<file path="src/rtl/vend_dispense_ctrl_if.sv">
// Coin-FSM to vend-controller signal bundle; refund exists only with VEND_REFUND_EN.
// master drives requests/sensors, slave is the dispense controller.
interface vend_dispense_ctrl_if #(
  parameter int CREDIT_W = 3
);
  logic                can_despatch;
  logic                drop_sensor;
  logic                refill;
  logic                fault_clr;
  logic                motor_on;
  logic                item_out;
  logic                fault;
  logic                stock_empty;
  logic [7:0]          stock_count;
  logic [CREDIT_W-1:0] pending;
`ifdef VEND_REFUND_EN
  logic                refund;

  modport master (
    output can_despatch, drop_sensor, refill, fault_clr,
    input  motor_on, item_out, fault, stock_empty, stock_count, pending, refund
  );
  modport slave (
    input  can_despatch, drop_sensor, refill, fault_clr,
    output motor_on, item_out, fault, stock_empty, stock_count, pending, refund
  );
`else
  modport master (
    output can_despatch, drop_sensor, refill, fault_clr,
    input  motor_on, item_out, fault, stock_empty, stock_count, pending
  );
  modport slave (
    input  can_despatch, drop_sensor, refill, fault_clr,
    output motor_on, item_out, fault, stock_empty, stock_count, pending
  );
`endif
endinterface

</file>
<file path="src/rtl/vend_dispense_ctrl.sv">
// Vend dispense controller: queues despatch requests, runs motor, awaits drop, tracks stock/faults.
// Motor starts 2 cycles after a request; requests beyond 2^CREDIT_W-1 queued are dropped. Option: VEND_REFUND_EN.
module vend_dispense_ctrl #(
  parameter int MOTOR_CYCLES = 8,
  parameter int DROP_TIMEOUT = 16,
  parameter int STOCK_INIT   = 10,
  parameter int CREDIT_W     = 3
) (
  input  logic                  clk,
  input  logic                  rst,
  vend_dispense_ctrl_if.slave   vif
);

  localparam int MT_W = (MOTOR_CYCLES > 1) ? $clog2(MOTOR_CYCLES) : 1;
  localparam int DT_W = (DROP_TIMEOUT > 1) ? $clog2(DROP_TIMEOUT) : 1;
  localparam logic [MT_W-1:0]     MOTOR_LOAD = MT_W'(MOTOR_CYCLES - 1);
  localparam logic [DT_W-1:0]     DROP_LOAD  = DT_W'(DROP_TIMEOUT - 1);
  localparam logic [CREDIT_W-1:0] PEND_MAX   = '1;
  localparam logic [7:0]          STOCK_RST  = 8'(STOCK_INIT);

  typedef enum logic [2:0] {
    IDLE,
    MOTOR,
    WAIT_DROP,
    DONE,
    FAULT
  } state_t;

  state_t              state_q;
  logic                can_q;
  logic                motor_q;
  logic                item_q;
  logic                fault_q;
  logic [MT_W-1:0]     mtmr_q;
  logic [DT_W-1:0]     dtmr_q;
  logic [CREDIT_W-1:0] pend_q, pend_d;
  logic [7:0]          stock_q, stock_d;
`ifdef VEND_REFUND_EN
  logic                refund_q;
`endif

  logic req, pend_inc, pend_dec;

  assign req      = vif.can_despatch & ~can_q;
  assign pend_inc = req & (pend_q != PEND_MAX);
  // IDLE consumes one request per cycle, either to vend or to discard when empty
  assign pend_dec = (state_q == IDLE) & (pend_q != '0);

  always_comb begin
    pend_d = pend_q;
    if (pend_inc && !pend_dec) begin
      pend_d = pend_q + CREDIT_W'(1);
    end else if (pend_dec && !pend_inc) begin
      pend_d = pend_q - CREDIT_W'(1);
    end
  end

  always_comb begin
    stock_d = stock_q;
    if (vif.refill) begin
      stock_d = STOCK_RST;
    end else if (state_q == DONE && stock_q != 8'd0) begin
      stock_d = stock_q - 8'd1;
    end
  end

  always_ff @(posedge clk) begin
    if (rst) begin
      state_q  <= IDLE;
      can_q    <= 1'b0;
      motor_q  <= 1'b0;
      item_q   <= 1'b0;
      fault_q  <= 1'b0;
      mtmr_q   <= '0;
      dtmr_q   <= '0;
      pend_q   <= '0;
      stock_q  <= STOCK_RST;
`ifdef VEND_REFUND_EN
      refund_q <= 1'b0;
`endif
    end else begin
      can_q    <= vif.can_despatch;
      pend_q   <= pend_d;
      stock_q  <= stock_d;
      item_q   <= 1'b0;
`ifdef VEND_REFUND_EN
      refund_q <= 1'b0;
`endif
      case (state_q)
        IDLE: begin
          if (pend_q != '0) begin
            if (stock_q != 8'd0) begin
              state_q <= MOTOR;
              motor_q <= 1'b1;
              mtmr_q  <= MOTOR_LOAD;
            end else begin
`ifdef VEND_REFUND_EN
              refund_q <= 1'b1;
`endif
            end
          end
        end
        MOTOR: begin
          if (mtmr_q == '0) begin
            state_q <= WAIT_DROP;
            motor_q <= 1'b0;
            dtmr_q  <= DROP_LOAD;
          end else begin
            mtmr_q <= mtmr_q - MT_W'(1);
          end
        end
        WAIT_DROP: begin
          // a drop on the final timeout cycle still counts as a successful vend
          if (vif.drop_sensor) begin
            state_q <= DONE;
            item_q  <= 1'b1;
          end else if (dtmr_q == '0) begin
            state_q <= FAULT;
            fault_q <= 1'b1;
          end else begin
            dtmr_q <= dtmr_q - DT_W'(1);
          end
        end
        DONE: begin
          state_q <= IDLE;
        end
        FAULT: begin
          if (vif.fault_clr) begin
            state_q <= IDLE;
            fault_q <= 1'b0;
          end
        end
        default: begin
          state_q <= IDLE;
          motor_q <= 1'b0;
          fault_q <= 1'b0;
        end
      endcase
    end
  end

  assign vif.motor_on    = motor_q;
  assign vif.item_out    = item_q;
  assign vif.fault       = fault_q;
  assign vif.stock_count = stock_q;
  assign vif.stock_empty = (stock_q == 8'd0);
  assign vif.pending     = pend_q;
`ifdef VEND_REFUND_EN
  assign vif.refund      = refund_q;
`endif

endmodule

</file>
<file path="src/flat_wrapper.sv">
// flat-port wrapper written by rule: the top's interface ports become plain ports
module vend_dispense_ctrl_flat 
#(
  parameter int MOTOR_CYCLES = 8,
  parameter int DROP_TIMEOUT = 16,
  parameter int STOCK_INIT   = 10,
  parameter int CREDIT_W     = 3
)
  (clk, rst, vif_can_despatch, vif_drop_sensor, vif_refill, vif_fault_clr, vif_motor_on, vif_item_out, vif_fault, vif_stock_empty, vif_stock_count, vif_pending);
  vend_dispense_ctrl_if #(.CREDIT_W(CREDIT_W)) vif_i ();
  input  logic clk;
  input  logic rst;
  input wire logic [$bits(vif_i.can_despatch)-1:0] vif_can_despatch;
  input wire logic [$bits(vif_i.drop_sensor)-1:0] vif_drop_sensor;
  input wire logic [$bits(vif_i.refill)-1:0] vif_refill;
  input wire logic [$bits(vif_i.fault_clr)-1:0] vif_fault_clr;
  output wire logic [$bits(vif_i.motor_on)-1:0] vif_motor_on;
  output wire logic [$bits(vif_i.item_out)-1:0] vif_item_out;
  output wire logic [$bits(vif_i.fault)-1:0] vif_fault;
  output wire logic [$bits(vif_i.stock_empty)-1:0] vif_stock_empty;
  output wire logic [$bits(vif_i.stock_count)-1:0] vif_stock_count;
  output wire logic [$bits(vif_i.pending)-1:0] vif_pending;
  assign vif_i.can_despatch = vif_can_despatch;
  assign vif_i.drop_sensor = vif_drop_sensor;
  assign vif_i.refill = vif_refill;
  assign vif_i.fault_clr = vif_fault_clr;
  assign vif_motor_on = vif_i.motor_on;
  assign vif_item_out = vif_i.item_out;
  assign vif_fault = vif_i.fault;
  assign vif_stock_empty = vif_i.stock_empty;
  assign vif_stock_count = vif_i.stock_count;
  assign vif_pending = vif_i.pending;
  vend_dispense_ctrl #(.MOTOR_CYCLES(MOTOR_CYCLES), .DROP_TIMEOUT(DROP_TIMEOUT), .STOCK_INIT(STOCK_INIT), .CREDIT_W(CREDIT_W)) u_core (.clk(clk), .rst(rst), .vif(vif_i));
endmodule
</file>
<file path="config.mk">
export PLATFORM = sky130hd
export DESIGN_NAME = vend_dispense_ctrl_flat
export DESIGN_NICKNAME = d
export VERILOG_FILES = /design/src/rtl/vend_dispense_ctrl_if.sv /design/src/rtl/vend_dispense_ctrl.sv /design/src/flat_wrapper.sv
export SDC_FILE = /design/constraint.sdc
export NUM_CORES = 1
export LEC_CHECK = 0
export CORE_UTILIZATION = 40
export CTS_CLUSTER_DIAMETER = 50
export DETAILED_ROUTE_END_ITERATION = 7
export GPL_TIMING_DRIVEN = 0
export HOLD_SLACK_MARGIN = 0.08
export MAX_ROUTING_LAYER = met4
export PLACE_DENSITY = 0.66
export SYNTH_ARGS = -nofsm -noshare
export SYNTH_HDL_FRONTEND = slang
export SYNTH_SLANG_ARGS = --single-unit
</file>
<file path="constraint.sdc">
create_clock -name clk -period 6.4 [get_ports clk]
set_clock_uncertainty 0.15 [all_clocks]
set_input_delay 0.64 -clock clk [delete_from_list [all_inputs] [get_ports clk]]
set_output_delay 0.64 -clock clk [all_outputs]
set_load 0.005 [all_outputs]
</file>
==> flow_results.xml <==
<?xml version="1.0" encoding="UTF-8"?>
<metrics>
  <group name="global_routing">
    <metric name="global_route.usage.met1" unit="">0.2173</metric>
    <metric name="use_met2" unit="">0.2873</metric>
    <metric name="globalRoute.totalOverflow" unit="">0</metric>
    <metric name="grtUsageTotal" unit="">0.1745</metric>
    <metric name="grt_start_max_net_pins" unit="">14</metric>
    <metric name="initial_antenna_violation_count" unit="">0</metric>
    <metric name="gr-max-usage-layer" unit="">met2</metric>
    <metric name="grt_pass1_wl" unit="mm">4.609</metric>
    <metric name="met3_usage" unit="">0.02620</metric>
    <metric name="grt_pass1_vias" unit="">1068</metric>
  </group>
  <group name="logic_synthesis">
    <metric name="dominant_cell_by_count_in_the_synthesized_netlist" unit="">sky130_fd_sc_hd__dfxtp_1</metric>
    <metric name="synth_top_area_cell" unit="">sky130_fd_sc_hd__dfxtp_1</metric>
    <metric name="synthesis.instances" unit="">147</metric>
    <metric name="synth.lib_cells_used.distinct" unit="">42</metric>
    <metric name="yosysTopAreaCellShare" unit="">0.3766</metric>
    <metric name="synth.area.top_cells" unit="">sky130_fd_sc_hd__dfxtp_1 (38%), sky130_fd_sc_hd__ha_1 (5.6%), sky130_fd_sc_hd__nor2_1 (4.2%)</metric>
    <metric name="synth_ff_type" unit="">sky130_fd_sc_hd__dfxtp_1</metric>
    <metric name="synth_async_sr_flop_share" unit="">0</metric>
    <metric name="mappedNetlistNets" unit="">160</metric>
    <metric name="synth.ff_latch_count" unit="">25</metric>
    <metric name="post_synth_top_cells" unit="">sky130_fd_sc_hd__dfxtp_1 (25), sky130_fd_sc_hd__nor2_1 (15), sky130_fd_sc_hd__inv_1 (12)</metric>
    <metric name="synth-warning-count" unit="">0</metric>
    <metric name="synth_area" unit="sq um">1329</metric>
    <metric name="synth_edf_count" unit="">0</metric>
    <metric name="synth.avg_cell_area" unit="sq um">9.039</metric>
    <metric name="synth_sequential_area_ratio" unit="">0.3766</metric>
  </group>
  <group name="setup_path">
    <metric name="cp-start-kind" unit="">flop</metric>
    <metric name="worst_path_cell_trace" unit="">inv_1 &gt; ha_1 &gt; nor4b_4 &gt; nand2_1 &gt; inv_1 &gt; clkdlybuf4s50_1</metric>
    <metric name="critPathMostFrequentCell" unit="">sky130_fd_sc_hd__inv_1</metric>
    <metric name="critPathMaxFanout" unit="">6</metric>
    <metric name="crit-reg2reg-capture" unit="">u_core.vif.pending[2]</metric>
    <metric name="critPathMaxStageDelay" unit="ns">0.50</metric>
    <metric name="worst-endpoint-arrival" unit="ns">2.18</metric>
    <metric name="worst_setup_path_end_kind" unit="">output pin</metric>
    <metric name="worst_r2r_startpoint" unit="">u_core.vif.pending[0]</metric>
    <metric name="reg2reg_depth" unit="">9</metric>
    <metric name="crit_slowest_cell" unit="">sky130_fd_sc_hd__clkdlybuf4s50_1</metric>
    <metric name="r2r_setup_slack" unit="ns">4.06</metric>
    <metric name="critPathRequiredTime" unit="ns">5.61</metric>
    <metric name="kind_of_critical_path" unit="">reg2out</metric>
  </group>
  <group name="sta">
    <metric name="worst_slew_pin_slew" unit="ns">0.4618</metric>
    <metric name="worst_hold_slack" unit="ns">0.3437</metric>
    <metric name="max_freq" unit="MHz">336.3</metric>
    <metric name="remaining_max_slew_budget_at_the_tightest_pin" unit="">0.6922</metric>
    <metric name="hold_violations" unit="">0</metric>
    <metric name="unrepaired_setup_endpoints_after_global_routing" unit="">no</metric>
    <metric name="timing.final.setup_violations" unit="">0</metric>
    <metric name="post-route-worst-setup-slack" unit="ns">3.426</metric>
    <metric name="setup-tns-final" unit="ns">0</metric>
    <metric name="maxSlewViolCount" unit="">0</metric>
    <metric name="finalCritPeriodShare" unit="">0.4647</metric>
    <metric name="layout_min_cycle_time" unit="ns">2.974</metric>
  </group>
  <group name="cts">
    <metric name="cts.reportedPaths.clkPinSlew" unit="ns">0.14</metric>
    <metric name="ctsResizeCount" unit="">0</metric>
    <metric name="cts-buffers-inserted" unit="">3</metric>
    <metric name="clk-insertion-delay-late" unit="ns">0.32</metric>
    <metric name="cts_num_sinks" unit="">25</metric>
    <metric name="ctsHoldBuffers" unit="">0</metric>
    <metric name="post_cts_buffers" unit="">0</metric>
    <metric name="clockBufferDepth" unit="">2</metric>
    <metric name="cts_htree_levels" unit="">1</metric>
    <metric name="tritoncts" unit="">done</metric>
    <metric name="clk_root_buffer_cell" unit="">sky130_fd_sc_hd__clkbuf_4</metric>
  </group>
  <group name="route">
    <metric name="drt_pre_antenna_iters" unit="">4</metric>
    <metric name="dr.first_iter.drc_count" unit="">42</metric>
    <metric name="vias_per_instance" unit="">5.271</metric>
    <metric name="drt_drc_violations_left" unit="">0</metric>
    <metric name="num_vias" unit="">1128</metric>
    <metric name="avgRoutedWirePerCell" unit="um">12.49</metric>
    <metric name="wl" unit="mm">2.672</metric>
    <metric name="antenna_violating_nets_post_route" unit="">0</metric>
  </group>
  <group name="run_status">
    <metric name="run_status" unit="">finished clean</metric>
  </group>
  <group name="floorplan">
    <metric name="io_pins" unit="">21</metric>
    <metric name="die_h" unit="um">59.64</metric>
    <metric name="initial_utilization" unit="">0.4282</metric>
    <metric name="dieArea" unit="sq um">3556</metric>
    <metric name="num_rows" unit="">20</metric>
    <metric name="die_width" unit="um">59.64</metric>
    <metric name="core_area" unit="sq um">3103</metric>
  </group>
  <group name="layout">
    <metric name="nNetsFinal" unit="">184</metric>
    <metric name="drive_above_1_share" unit="">0.1059</metric>
    <metric name="post-route-cell-area" unit="sq um">1600</metric>
    <metric name="syn_to_layout_area_delta" unit="%">20.43</metric>
    <metric name="num-fill-cells" unit="">323</metric>
    <metric name="n_antenna_cell" unit="">0</metric>
  </group>
  <group name="min_path">
    <metric name="hold_class" unit="">reg2reg</metric>
    <metric name="hp-start" unit="">u_core.mtmr_q[2]</metric>
    <metric name="hold_depth" unit="">2</metric>
    <metric name="whs_endpoint" unit="">u_core.mtmr_q[2]</metric>
  </group>
  <group name="placed_design">
    <metric name="io_buffer_count" unit="">19</metric>
    <metric name="placed_cell_area" unit="sq um">1574</metric>
    <metric name="detailed_place_hpwl" unit="mm">2.066</metric>
    <metric name="place_worst_setup_slack" unit="ns">3.438</metric>
    <metric name="routabilityCongestion" unit="">0.8380</metric>
  </group>
  <group name="pwr">
    <metric name="leakage" unit="nW">0.5747</metric>
    <metric name="totalPowerFinal" unit="mW">0.5503</metric>
    <metric name="power.density" unit="nW/um^2">343.9</metric>
    <metric name="power.ir.vdd_worst" unit="V">0.0001415</metric>
  </group>
  <group name="job">
    <metric name="drv.max_cap_violation_count" unit="">0</metric>
  </group>
</metrics>
## power by group
group / switching, mW / total [mW] / internal [mW]
Clock: 0.0465 / 0.0708 / 0.0244
Combinational: 0.133 / 0.260 / 0.126
Sequential: 0.0296 / 0.220 / 0.190
Total: 0.210 / 0.550 / 0.341
## worst max-delay path, delay by kind of cell (launching register included)
kind / cells / cell delay [ns]
flip-flops: 1 / 0.37
AND/OR/NAND/NOR: 2 / 0.61
adder cells (fa/ha/maj): 1 / 0.18
buffers and inverters: 3 / 0.71
## registers in the layout (all words and copies together) (netlist names)
register	flops
u_core.can_q	1
u_core.dtmr_q	4
u_core.mtmr_q	3
u_core.state_q	3
u_core.vif.fault	1
u_core.vif.item_out	1
u_core.vif.motor_on	1
u_core.vif.pending	3
u_core.vif.stock_count	8
## kinds of logic (layout without fill, tap and decap cells)
family | count (synthesis) | after routing | synth area share
fa+ha+maj | 7 | 7 | 0.07156
xor+xnor | 6 | 6 | 0.03956
buf+inv | 19 | 42 | 0.05838
simple gates | 60 | 60 | 0.2976
mux | 3 | 3 | 0.02260
flops | 25 | 25 | 0.3766
compound gates | 27 | 27 | 0.1337
## through the flow
stage,utilization,std cells
detailed placement,0.5073,210
finish,0.5157,214
global route,0.5157,214
global placement,0.5073,210
CTS,0.5157,214
floorplan,-,147
## per-layer routing
layer | part of all wire | vias to the layer above
met5 | 0 | -
met4 | 0.012 | 0
met3 | 0.026 | 4
met2 | 0.47 | 17
met1 | 0.49 | 538
li1 | - | 569
## worst max path at each step
stage	cells past startpoint	to	slack, ns	start
floorplan	8	u_core.vif.pending[2]	4.06	vif_can_despatch
CTS	6	vif_stock_empty	3.39	u_core.vif.stock_count[0]
global route	6	vif_stock_empty	3.26	u_core.vif.stock_count[0]
detailed placement	9	u_core.vif.pending[2]	3.44	vif_can_despatch
global placement	9	u_core.vif.pending[2]	3.54	vif_can_despatch
finish	6	vif_stock_empty	3.43	u_core.vif.stock_count[0]
## cell usage in the layout (no fill, tap or decap), drive strengths merged
cell type / n
xor2: 3
or2: 2
mux2i: 3
ha: 6
or3: 4
xnor2: 3
nor2b: 2
and2: 1
a31oi: 2
or3b: 1
nand3b: 1
o31a: 1
fa: 1
nand2b: 1
and3: 1
a21oi: 10
o21ai: 2
nor3b: 2
a221oi: 3
a21o: 1
clkdlybuf4s50: 19
nand2: 6
nand4b: 2
o22a: 2
nand3: 2
nor3: 12
clkbuf: 8
nor2: 15
o31ai: 1
buf: 3
a22oi: 1
nor4: 4
dfxtp: 25
a211oi: 2
inv: 12
a311oi: 1
nor4b: 4
o22ai: 1
## area by class of cell
type	instances	area, sq um	area share
well taps	44	55.05	0.03440
repair buffers	19	190.2	0.1188
clock buffers	4	26.28	0.01642
flip-flops and latches	25	500.5	0.3127
multi-input cells	103	750.7	0.4691
plain buffers	7	32.53	0.02033
inverters	12	45.04	0.02815
(Power assumes the default switching activity.)
